## src/rtl/exu_div.sv

```systemverilog
// Iterative radix-2 restoring divider for RV32M DIV/DIVU/REM/REMU.
// One quotient bit per clock; divide-by-zero and signed overflow finish in one cycle.
module exu_div #(
  parameter int unsigned DATA_WIDTH = 32,
  parameter int unsigned CNT_WIDTH  = $clog2(DATA_WIDTH)
) (
  input  logic                  i_clk,
  input  logic                  i_rst,
  input  logic                  i_start,
  input  logic                  i_flush,
  input  logic [DATA_WIDTH-1:0] i_src1,
  input  logic [DATA_WIDTH-1:0] i_src2,
  input  logic                  i_signed,
  input  logic                  i_sel_rem,
  output logic                  o_busy,
  output logic                  o_valid,
  output logic [DATA_WIDTH-1:0] o_div_dout
);

  localparam logic [DATA_WIDTH-1:0] MIN_NEG = {1'b1, {(DATA_WIDTH-1){1'b0}}};
  localparam logic [CNT_WIDTH-1:0]  CNT_TOP = CNT_WIDTH'(DATA_WIDTH-1);

  typedef enum logic [1:0] {S_IDLE, S_CALC, S_FIX, S_DONE} state_t;

  state_t                state_q, state_d;
  logic [DATA_WIDTH-1:0] dvd_q, dvd_d;     // dividend, becomes quotient
  logic [DATA_WIDTH-1:0] dvs_q, dvs_d;     // divisor magnitude
  logic [DATA_WIDTH-1:0] rem_q, rem_d;     // partial remainder
  logic [CNT_WIDTH-1:0]  cnt_q, cnt_d;
  logic                  negq_q, negq_d;   // negate quotient in FIX
  logic                  negr_q, negr_d;   // negate remainder in FIX
  logic                  sel_rem_q, sel_rem_d;
  logic [DATA_WIDTH-1:0] dout_q, dout_d;
  logic                  valid_q, valid_d;
  logic                  busy_q, busy_d;

  logic                  s1, s2;
  logic [DATA_WIDTH:0]   trial, diff;
  logic [DATA_WIDTH-1:0] q_fix, r_fix;

  // Operand signs, one restoring step, and final sign correction.
  always_comb begin
    s1    = i_signed & i_src1[DATA_WIDTH-1];
    s2    = i_signed & i_src2[DATA_WIDTH-1];
    trial = {rem_q, dvd_q[DATA_WIDTH-1]};
    diff  = trial - {1'b0, dvs_q};
    q_fix = negq_q ? (DATA_WIDTH'(0) - dvd_q) : dvd_q;
    r_fix = negr_q ? (DATA_WIDTH'(0) - rem_q) : rem_q;
  end

  // Next-state and datapath update.
  always_comb begin
    state_d   = state_q;
    dvd_d     = dvd_q;
    dvs_d     = dvs_q;
    rem_d     = rem_q;
    cnt_d     = cnt_q;
    negq_d    = negq_q;
    negr_d    = negr_q;
    sel_rem_d = sel_rem_q;
    dout_d    = dout_q;
    valid_d   = 1'b0;
    busy_d    = 1'b0;

    unique case (state_q)
      S_IDLE, S_DONE: begin
        state_d = S_IDLE;
        if (i_start && !i_flush) begin
          sel_rem_d = i_sel_rem;
          dvd_d     = s1 ? (DATA_WIDTH'(0) - i_src1) : i_src1;
          dvs_d     = s2 ? (DATA_WIDTH'(0) - i_src2) : i_src2;
          negq_d    = s1 ^ s2;
          negr_d    = s1;
          rem_d     = '0;
          cnt_d     = CNT_TOP;
          if (i_src2 == '0) begin
            dout_d  = i_sel_rem ? i_src1 : '1;
            state_d = S_DONE;
            valid_d = 1'b1;
          end else if (i_signed && (i_src1 == MIN_NEG) && (i_src2 == '1)) begin
            dout_d  = i_sel_rem ? '0 : MIN_NEG;
            state_d = S_DONE;
            valid_d = 1'b1;
          end else begin
            state_d = S_CALC;
            busy_d  = 1'b1;
          end
        end
      end
      S_CALC: begin
        if (i_flush) begin
          state_d = S_IDLE;
        end else begin
          rem_d  = diff[DATA_WIDTH] ? trial[DATA_WIDTH-1:0] : diff[DATA_WIDTH-1:0];
          dvd_d  = {dvd_q[DATA_WIDTH-2:0], ~diff[DATA_WIDTH]};
          busy_d = 1'b1;
          if (cnt_q == '0) begin
            state_d = S_FIX;
          end else begin
            cnt_d = cnt_q - CNT_WIDTH'(1);
          end
        end
      end
      S_FIX: begin
        if (i_flush) begin
          state_d = S_IDLE;
        end else begin
          dout_d  = sel_rem_q ? r_fix : q_fix;
          state_d = S_DONE;
          valid_d = 1'b1;
        end
      end
      default: state_d = S_IDLE;
    endcase
  end

  // State and datapath registers.
  always_ff @(posedge i_clk or posedge i_rst) begin
    if (i_rst) begin
      state_q   <= S_IDLE;
      dvd_q     <= '0;
      dvs_q     <= '0;
      rem_q     <= '0;
      cnt_q     <= '0;
      negq_q    <= 1'b0;
      negr_q    <= 1'b0;
      sel_rem_q <= 1'b0;
      dout_q    <= '0;
      valid_q   <= 1'b0;
      busy_q    <= 1'b0;
    end else begin
      state_q   <= state_d;
      dvd_q     <= dvd_d;
      dvs_q     <= dvs_d;
      rem_q     <= rem_d;
      cnt_q     <= cnt_d;
      negq_q    <= negq_d;
      negr_q    <= negr_d;
      sel_rem_q <= sel_rem_d;
      dout_q    <= dout_d;
      valid_q   <= valid_d;
      busy_q    <= busy_d;
    end
  end

  assign o_busy     = busy_q;
  assign o_valid    = valid_q;
  assign o_div_dout = dout_q;

endmodule

```

## config.mk

```make
export PLATFORM = sky130hd
export DESIGN_NAME = exu_div
export DESIGN_NICKNAME = d
export VERILOG_FILES = /design/src/rtl/exu_div.sv
export SDC_FILE = /design/constraint.sdc
export NUM_CORES = 1
export LEC_CHECK = 0
export CELL_PAD_IN_SITES_DETAIL_PLACEMENT = 1
export CELL_PAD_IN_SITES_GLOBAL_PLACEMENT = 2
export CORE_MARGIN = 2
export CORE_UTILIZATION = 35
export DETAILED_ROUTE_END_ITERATION = 10
export HOLD_SLACK_MARGIN = 0.1
export PLACE_DENSITY = 0.85
export SLEW_MARGIN = 20
export SYNTH_ARGS = -nofsm -noshare
export SYNTH_HDL_FRONTEND = slang
export SYNTH_SLANG_ARGS = --single-unit
```

## constraint.sdc

```tcl
create_clock -name i_clk -period 6.21 [get_ports i_clk]
set_clock_uncertainty 0.1 [all_clocks]
set_input_delay 1.242 -clock i_clk [delete_from_list [all_inputs] [get_ports i_clk]]
set_output_delay 1.242 -clock i_clk [all_outputs]
set_load 0.03 [all_outputs]
```

==> results of run 1 <==
[per-layer routing]
layer  share of wire, %  vias to the layer above  track usage [%]
met1                 47                     5067             31.1
met2                 46                      237             37.6
met3                3.8                       47             3.07
met5                  0                        -                0
met4                2.6                        0             7.61
li1                   -                     4995                -
[cells in the mapped netlist (5+ instances only)]
| cell | instances | area (um^2) |
|---|---|---|
| mux2i_1 | 31 | 310 |
| nor4_1 | 7 | 43.8 |
| o21ai_0 | 155 | 776 |
| o21ai_1 | 16 | 80.1 |
| nand3_1 | 17 | 85.1 |
| or2_2 | 6 | 37.5 |
| o21bai_1 | 7 | 52.6 |
| xnor2_1 | 83 | 727 |
| nand4_1 | 12 | 75.1 |
| clkbuf_1 | 55 | 206 |
| buf_2 | 7 | 35.0 |
| nor2_1 | 105 | 394 |
| a211oi_1 | 5 | 37.5 |
| a21o_1 | 26 | 195 |
| xor2_1 | 61 | 534 |
| o41ai_1 | 11 | 96.3 |
| or3_1 | 16 | 100 |
| ha_1 | 41 | 513 |
| o31ai_1 | 25 | 188 |
| nor2b_1 | 8 | 50.1 |
| o221ai_1 | 7 | 61.3 |
| a22oi_1 | 10 | 75.1 |
| a21oi_1 | 105 | 526 |
| o211ai_1 | 13 | 97.6 |
| a31oi_1 | 16 | 100 |
| o21a_1 | 7 | 52.6 |
| nand2_1 | 175 | 657 |
| nand2b_1 | 19 | 119 |
| nor3_1 | 33 | 165 |
| or4_1 | 15 | 113 |
| dfrtp_1 | 140 | 3500 |
| inv_1 | 59 | 221 |
| and3_1 | 6 | 37.5 |
| o22ai_1 | 9 | 56.3 |
[power by group through the flow]
stage	clock, W	combinational, W	sequential, W
CTS	0.00110	0.00510	0.00187
detailed placement	0	0.00505	0.00188
global placement	0	0.00491	0.00186
floorplan	0	0.00363	0.00185
global route	0.00114	0.00569	0.00195
finish	0.00109	0.00511	0.00188
[cells by family after synthesis]
family	synth area share (%)
XOR/XNOR	11.6
multiplexers	2.96
AND/OR/NAND/NOR	19.3
adder cells (fa/ha/maj)	4.91
buffers and inverters	4.55
AO/OA/AOI/OAI	24.3
flip-flops	32.3
[layout make-up]
class                   count  area share (%)
clock buffers              22            3.68
clock inverters            10            1.08
inverters                  59            1.76
multi-input cells        1098            53.2
flip-flops and latches    140            27.2
well taps                 396            3.84
repair buffers            120            9.24
[worst max path at each step]
stage              start              to  slack (ps)  depth (start not counted)
4_1_cts        i_src2[6]  o_div_dout[11]        1490                          9
5_1_grt        i_src2[2]   o_div_dout[5]        1200                          9
3_5_place_dp   i_src2[6]   o_div_dout[5]        1070                          9
3_3_place_gp   i_src2[6]   o_div_dout[8]        1140                          9
2_1_floorplan      i_rst        cnt_q[0]        1120                          1
6_report       i_src2[6]  o_div_dout[11]        1490                          9
[registers in the layout (all words and copies together) (netlist names)]
name and cells:
cnt_q 5, o_valid 1, o_busy 1, state_q 2, sel_rem_q 1, dvd_q 32
o_div_dout 32, rem_q 32, negq_q 1, dvs_q 32, negr_q 1
[worst reg2reg max path, stage by stage, from the launching register on]
cell and delay, ps:
dfrtp_1 400, inv_1 150, ha_1 260, fa_1 390, nand2b_1 200, a21oi_1 370, o21a_1 240, o21ai_0 110
o21ai_0 270, o2111ai_1 210, o211ai_1 120, buf_4 500, nand2_1 340, o221ai_1 260
[metrics by stage]
stage	instances	total power [W]	setup WS [ps]	hold slack, ps	area [um^2]
floorplan	1364	0.00548	1120	350	10900
global placement	1811	0.00677	1140	363	12200
detailed placement	1811	0.00693	1070	373	12200
CTS	1843	0.00807	1490	385	12800
global route	1845	0.00879	1200	405	12900
finish	1845	0.00807	1490	377	12900
==> flow_summary.toml, run 1 <==
[pwr]
power.density_nw_per_um2 = 626
combPwrFrac_pct = 63.3
ir_drop_uv = 254
intPower_w = 0.00406
p_sw_w = 0.00401
p_seq_share_pct = 23.2
switching_share_pct = 49.7
p_leak_nw = 5.38
clockPowerShare_pct = 13.5

[hold_path]
min_path_type = "reg -> reg"
worstHoldEndpoint = "dvs_q[18]"
whs_path_depth = 2
worstHoldStart = "dvs_q[18]"

[drt]
drt_iter0_markers = 547
antenna_left = 0
avgViaCountPerCell = 5.61
wl_um = 36600
drtPass1Iterations = 4
drc = 0
wl_per_cell_um = 19.8
num_vias = 10300

[timing]
setup_viol = 0
timing.slew.headroom_pct = 37.0
hold_viol = 0
slew_viol_final = 0
tightestPinTransition_ps = 945
fin_crit_sh_pct = 76.0
rsz0062_at_grt = "no"
max_freq_mhz = 212
setup_tns_ps = 0
period_minus_slack_ps = 4720

[clock_tree]
clk_latency_ps = 440
cts_resized = 0
h-tree-depth = 4
clockBufferDepth = 2
cts_root_buffer = "clkbuf_16"
clk_pin_slew_ps = 60
cts_sinks = 140
cts_buffers = 17
cts_tree = "done"
cts_setup_buffers = 0
ctsHoldBuffers = 0

[floorplan]
die-width_um = 180
die_h_um = 180
die-area_um2 = 32400
start_util_pct = 35.5
num_rows = 64
core_um2 = 30600
ios = 104

[placement]
place_congestion = 0.845
hpwl_um = 26800
io_buffers = 103

[synthesis]
ys.flop_type = "dfrtp_1"
ys_types = 67
synthesis.nets = 1476
postSynth.asyncResetShare_pct = 100
yosysWarnings = 0
syn_inst = 1364
ys_ff_latch = 140
syn_area_um2 = 10900
synth-seq-area-share_pct = 32.3
synth_edf_count = 0
syn_avg_cell_area_um2 = 7.95

[critical_path]
cp_top_family = "simple AND/OR/NAND/NOR gates"
arrival_ps = 4970
r2r_cells = 13
startpoint_type = "primary input"
r2r_setup_slack_ps = 2190
critPathSlowestCell = "or4_1"
r2r_end = "rem_q[29]"
worstPathRequired_ps = 6460
worst-path-max-fanout = 11
critical_path_buf_inv_count = 1
path_class = "in -> reg"
slowest_delay_ps = 780
crit_path_cell_trace = "clkdlybuf4s50_1, nor4_2, or3b_1, nor3_2, nand2_1, or4_1, nor2_1, o21ai_0, a31oi_1"
cp-end-kind = "register"
timing.rr.start = "dvd_q[31]"

[global_route]
grt_pass1_wl_um = 59800
grt_use_total_pct = 22.9
antenna_found_initial = 0
grt_pass1_vias = 10800
grt_max_degree = 105
gr-total-overflow = 0

[layout]
num-fill-cells = 3715
num_antenna_cells = 0
final_core_util_pct = 42.2
drive_gt1_share_pct = 4.76
nets = 1548
regArea_um2 = 3500
area_delta_synth_final_pct = 18.8
multi_input_area_um2 = 6860
final_cell_mix = "nand2_1, o21ai_0, dfrtp_1"
layout_commonest_cell = "nand2_1"

[status]
status = "finished clean"

[flow_run]
drv_cap = 0
(Power assumes the default switching activity.)
==> run 2: changes to the inputs <==
- CORE_UTILIZATION: 35 -> 32
- PLACE_DENSITY: 0.85 -> 0.81
- clock period: 6.21 -> 3.86 ns (I/O delays scaled with it)
==> run 2 against run 1 <==
Non-clock buffer count rose by 63; combinational power increased by 64%; sequential share of layout area decreased by 1.3 points; global-route usage down 1.2 points; largest cell class unchanged.
==> flow_summary.toml, run 2 (synthesized netlist as in run 1, its figures left out) <==
[drt]
antenna_left = 0
drtPass1Iterations = 5
wl_per_cell_um = 19.1
drc = 0
wl_um = 37500
drt_iter0_markers = 516
avgViaCountPerCell = 5.34
num_vias = 10500

[critical_path]
critPathSlowestCell = "ha_1"
cp-end-kind = "register"
timing.rr.start = "dvs_q[5]"
cp-startpoint = "dvs_q[5]"
path_class = "reg -> reg"
worstPathRequired_ps = 4090
cp_top_family = "compound AO/OA/AOI/OAI gates"
worst-path-max-fanout = 36
slowest_delay_ps = 360
critical_path_buf_inv_count = 2
startpoint_type = "register"
arrival_ps = 3860
crit_path_cell_trace = "inv_1, ha_1, a21o_1, a211o_1, o21a_1, o21ai_0, o21ai_0, o21a_1, o211ai_1, buf_12, nand2_1, o221ai_1"

[timing]
timing.slew.headroom_pct = 35.0
max_freq_mhz = 276
tightestPinTransition_ps = 973
rsz0062_at_grt = "no"
period_minus_slack_ps = 3630
setup_tns_ps = 0
setup_viol = 0
hold_viol = 0
fin_crit_sh_pct = 93.9
slew_viol_final = 0

[floorplan]
die-width_um = 188
start_util_pct = 32.4
ios = 104
core_um2 = 33400
die_h_um = 188
die-area_um2 = 35400
num_rows = 67

[clock_tree]
cts_tree = "done"
clk_pin_slew_ps = 70
cts_root_buffer = "clkbuf_16"
ctsHoldBuffers = 0
cts_resized = 0
h-tree-depth = 4
cts_buffers = 17
cts_setup_buffers = 0
cts_sinks = 140
clk_latency_ps = 430
clockBufferDepth = 2

[layout]
nets = 1611
final_area_um2 = 13500
final_cell_mix = "nand2_1, o21ai_0, dfrtp_1"
area_delta_synth_final_pct = 24.6
drive_gt1_share_pct = 8.80
final_core_util_pct = 40.4
num_antenna_cells = 0
layout_commonest_cell = "nand2_1"

[hold_path]
min_path_type = "reg -> reg"
worstHoldStart = "dvs_q[19]"

[placement]
place_congestion = 0.836
io_buffers = 103
hpwl_um = 28800
placed_area_um2 = 12800

[global_route]
antenna_found_initial = 0
grt_pass1_wl_um = 61200
grt_use_total_pct = 21.7
gr-total-overflow = 0
grt_max_degree = 76
grt_pass1_vias = 11100

[pwr]
power.density_nw_per_um2 = 981
ir_drop_uv = 521
p_leak_nw = 5.72

[status]
status = "finished clean"

[flow_run]
drv_cap = 0
-- run 2: tightest hold or removal path, cell delays in order, from the launching register on --
cell	delay, ps
dfrtp_1	340
nand2_1	50
o21ai_0	60
-- run 2: report_power, final --
| part | switching [W] | internal (W) |
|---|---|---|
| Sequential | 0.000850 | 0.00213 |
| Clock | 0.000691 | 0.00122 |
| Combinational | 0.00493 | 0.00344 |
| Total | 0.00648 | 0.00679 |
-- run 2: routing by layer --
metal	vias to the layer above	track usage, %	part of all wire [%]
met5	-	0	0
li1	5122	-	-
met3	35	2.73	3.3
met2	197	36.1	47
met4	0	6.09	2.1
met1	5117	29.6	48
-- run 2: cell type report --
class	instances	area, um^2
clock buffer	18	429
clock inverter	14	243
fill	4020	19900
inverter	59	225
multi-input combinational	1098	6860
sequential	140	3500
tap	448	561
timing repair buffer	183	1690
-- run 2: path summary, 6_finish.rpt --
| check | end | slack [ps] | cells past startpoint |
|---|---|---|---|
| setup / recovery | rem_q[27] | 230 | 12 |
| hold / removal | dvs_q[19] | 380 | 2 |
| setup reg to reg | rem_q[27] | 230 | 12 |
| hold reg to reg | dvs_q[19] | 380 | 2 |
| max in group asynchronous | o_div_dout[21] | 2220 | 3 |
| min in group asynchronous | dvd_q[5] | 630 | 2 |
-- run 2: through the flow --
stage | worst slack (ps) | std cells | hold WS [ps] | total power [W]
after global routing | 5.06 | 1960 | 412 | 0.0144
after global placement | -48.6 | 1928 | 362 | 0.0111
after floorplan | 566 | 1364 | 350 | 0.00882
after detailed placement | -149 | 1928 | 371 | 0.0113
final | 234 | 1960 | 381 | 0.0133
after CTS | 146 | 1960 | 385 | 0.0133
==> run 3: changes to the inputs <==
- CORE_ASPECT_RATIO: default -> 0.7
==> run 3 against run 2 <==
Combinational power grew 2%; wire length grew 4.2%; global-route usage grew 1.0 points; sequential share of layout area is essentially flat; critical path type unchanged; cell count shrank 0.51%; register-to-register slack gained 50 ps; count of clock-buffer cells in the layout grew 3; worst hold slack is essentially flat; clock power shrank 4%; critical endpoint is now rem_q[23]; die area is essentially flat; non-clock buffer count grew 3.
==> flow_summary.toml, run 3 (synthesized netlist as in run 1, its figures left out) <==
[pwr]
p_leak_nw = 5.72
combPwrFrac_pct = 63.9
switching_share_pct = 49.2
p_sw_w = 0.00658
ir_drop_uv = 553
clockPowerShare_pct = 13.8
power.density_nw_per_um2 = 989
p_seq_share_pct = 22.3
intPower_w = 0.00678

[hold_path]
worstHoldStart = "dvs_q[7]"
worstHoldEndpoint = "dvs_q[7]"
whs_path_depth = 2
min_path_type = "reg -> reg"

[timing]
slew_viol_final = 0
timing.slew.headroom_pct = 39.2
period_minus_slack_ps = 3580
fin_hold_ws_ps = 381
tightestPinTransition_ps = 910
max_freq_mhz = 280
hold_viol = 0
rsz0062_at_grt = "no"
setup_viol = 0
fin_crit_sh_pct = 92.6

[critical_path]
cp-end-kind = "register"
critical_path_buf_inv_count = 3
timing.rr.start = "dvd_q[31]"
slowest_delay_ps = 390
cp_top_family = "compound AO/OA/AOI/OAI gates"
arrival_ps = 3780
r2r_setup_slack_ps = 280
r2r_end = "rem_q[23]"
crit_path_cell_trace = "inv_1, ha_1, fa_1, nand2b_1, a21oi_1, o21a_1, o21ai_0, o21ai_1, o21a_1, o211ai_1, buf_12, buf_4, mux2i_1, o21ai_0"
worst-path-max-fanout = 22
r2r_cells = 14
worstPathRequired_ps = 4070
path_class = "reg -> reg"
cp-startpoint = "dvd_q[31]"
startpoint_type = "register"
critPathSlowestCell = "fa_1"

[global_route]
met3_usage_pct = 3.58
gr-usage-met2_pct = 35.7
grt_use_total_pct = 22.8
grt_busiest_layer = "met2"
grt_max_degree = 70
gr-usage-met1_pct = 32.9
antenna_found_initial = 0
grt_pass1_vias = 11100
grt_pass1_wl_um = 62700
gr-total-overflow = 0

[flow_run]
drv_cap = 0

[floorplan]
die_h_um = 158
start_util_pct = 32.5
die-area_um2 = 35400
die-width_um = 224
ios = 104
core_um2 = 33400
num_rows = 56

[drt]
drtPass1Iterations = 5
drc = 0
wl_per_cell_um = 20.0
num_vias = 10800
avgViaCountPerCell = 5.55
drt_iter0_markers = 832
wl_um = 39100
antenna_left = 0

[layout]
multi_input_area_um2 = 6860
num_antenna_cells = 0
nets = 1614
final_area_um2 = 13500
area_delta_synth_final_pct = 24.4
num-fill-cells = 3987
drive_gt1_share_pct = 8.98
final_cell_mix = "nand2_1, o21ai_0, dfrtp_1"
layout_commonest_cell = "nand2_1"
final_core_util_pct = 40.4
regArea_um2 = 3500

[clock_tree]
cts_tree = "done"
clk_pin_slew_ps = 60
cts_sinks = 140
clk_latency_ps = 440
cts_setup_buffers = 0
cts_resized = 0
ctsHoldBuffers = 0
cts_buffers = 17
h-tree-depth = 4
clockBufferDepth = 2
cts_root_buffer = "clkbuf_16"

[placement]
placed_area_um2 = 12900
place_congestion = 0.849
io_buffers = 103
hpwl_um = 30100

[status]
status = "finished clean"
run 3: how the worst max path moves through the flow:
stage                          end  slack [ps]  cells after the start
finish                   rem_q[23]         280                     14
global route             rem_q[23]          20                     14
CTS                      rem_q[23]         290                     13
detailed placement  o_div_dout[28]        -120                     10
global placement    o_div_dout[15]         -70                     11
floorplan           o_div_dout[28]         570                     11
run 3: layer usage:
layer	vias to the layer above	routed length [um]	share of wire, %
met5	-	0	0
met4	0	518	1.3
met3	29	1570	4.0
met2	216	17300	44
met1	5443	19700	50
li1	5126	-	-
run 3: power groups by stage:
| stage | logic (W) | registers [W] | clock network [W] |
|---|---|---|---|
| 5_1_grt | 0.00951 | 0.00308 | 0.00193 |
| 3_5_place_dp | 0.00845 | 0.00299 | 0 |
| 4_1_cts | 0.00854 | 0.00298 | 0.00187 |
| 6_report | 0.00854 | 0.00298 | 0.00184 |
| 3_3_place_gp | 0.00821 | 0.00296 | 0 |
| 2_1_floorplan | 0.00583 | 0.00298 | 0 |
run 3: worst register-to-register path: stages, from the launching register on:
cell and delay, ps:
dfrtp_1 370, inv_1 110, ha_1 250, fa_1 390, nand2b_1 220, a21oi_1 230
o21a_1 270, o21ai_0 120, o21ai_1 260, o21a_1 290, o211ai_1 170, buf_12 200
buf_4 180, mux2i_1 180, o21ai_0 100
run 3: area by class of cell:
cell class / instances / share of cell area, %
Multi-Input combinational cell: 1098 / 50.8
Clock buffer: 21 / 3.48
Timing Repair Buffer: 186 / 12.8
Inverter: 59 / 1.67
Tap cell: 435 / 4.03
Sequential cell: 140 / 25.9
Clock inverter: 11 / 1.22
run 3: metrics by stage:
stage | total power [W] | setup WS [ps] | setup TNS, ps | instances
after global placement | 0.0112 | -67.6 | -176 | 1918
after CTS | 0.0134 | 288 | 0 | 1950
after detailed placement | 0.0114 | -117 | -1500 | 1918
after global routing | 0.0145 | 20.4 | 0 | 1950
after floorplan | 0.00882 | 566 | 0 | 1364
final | 0.0134 | 284 | 0 | 1950
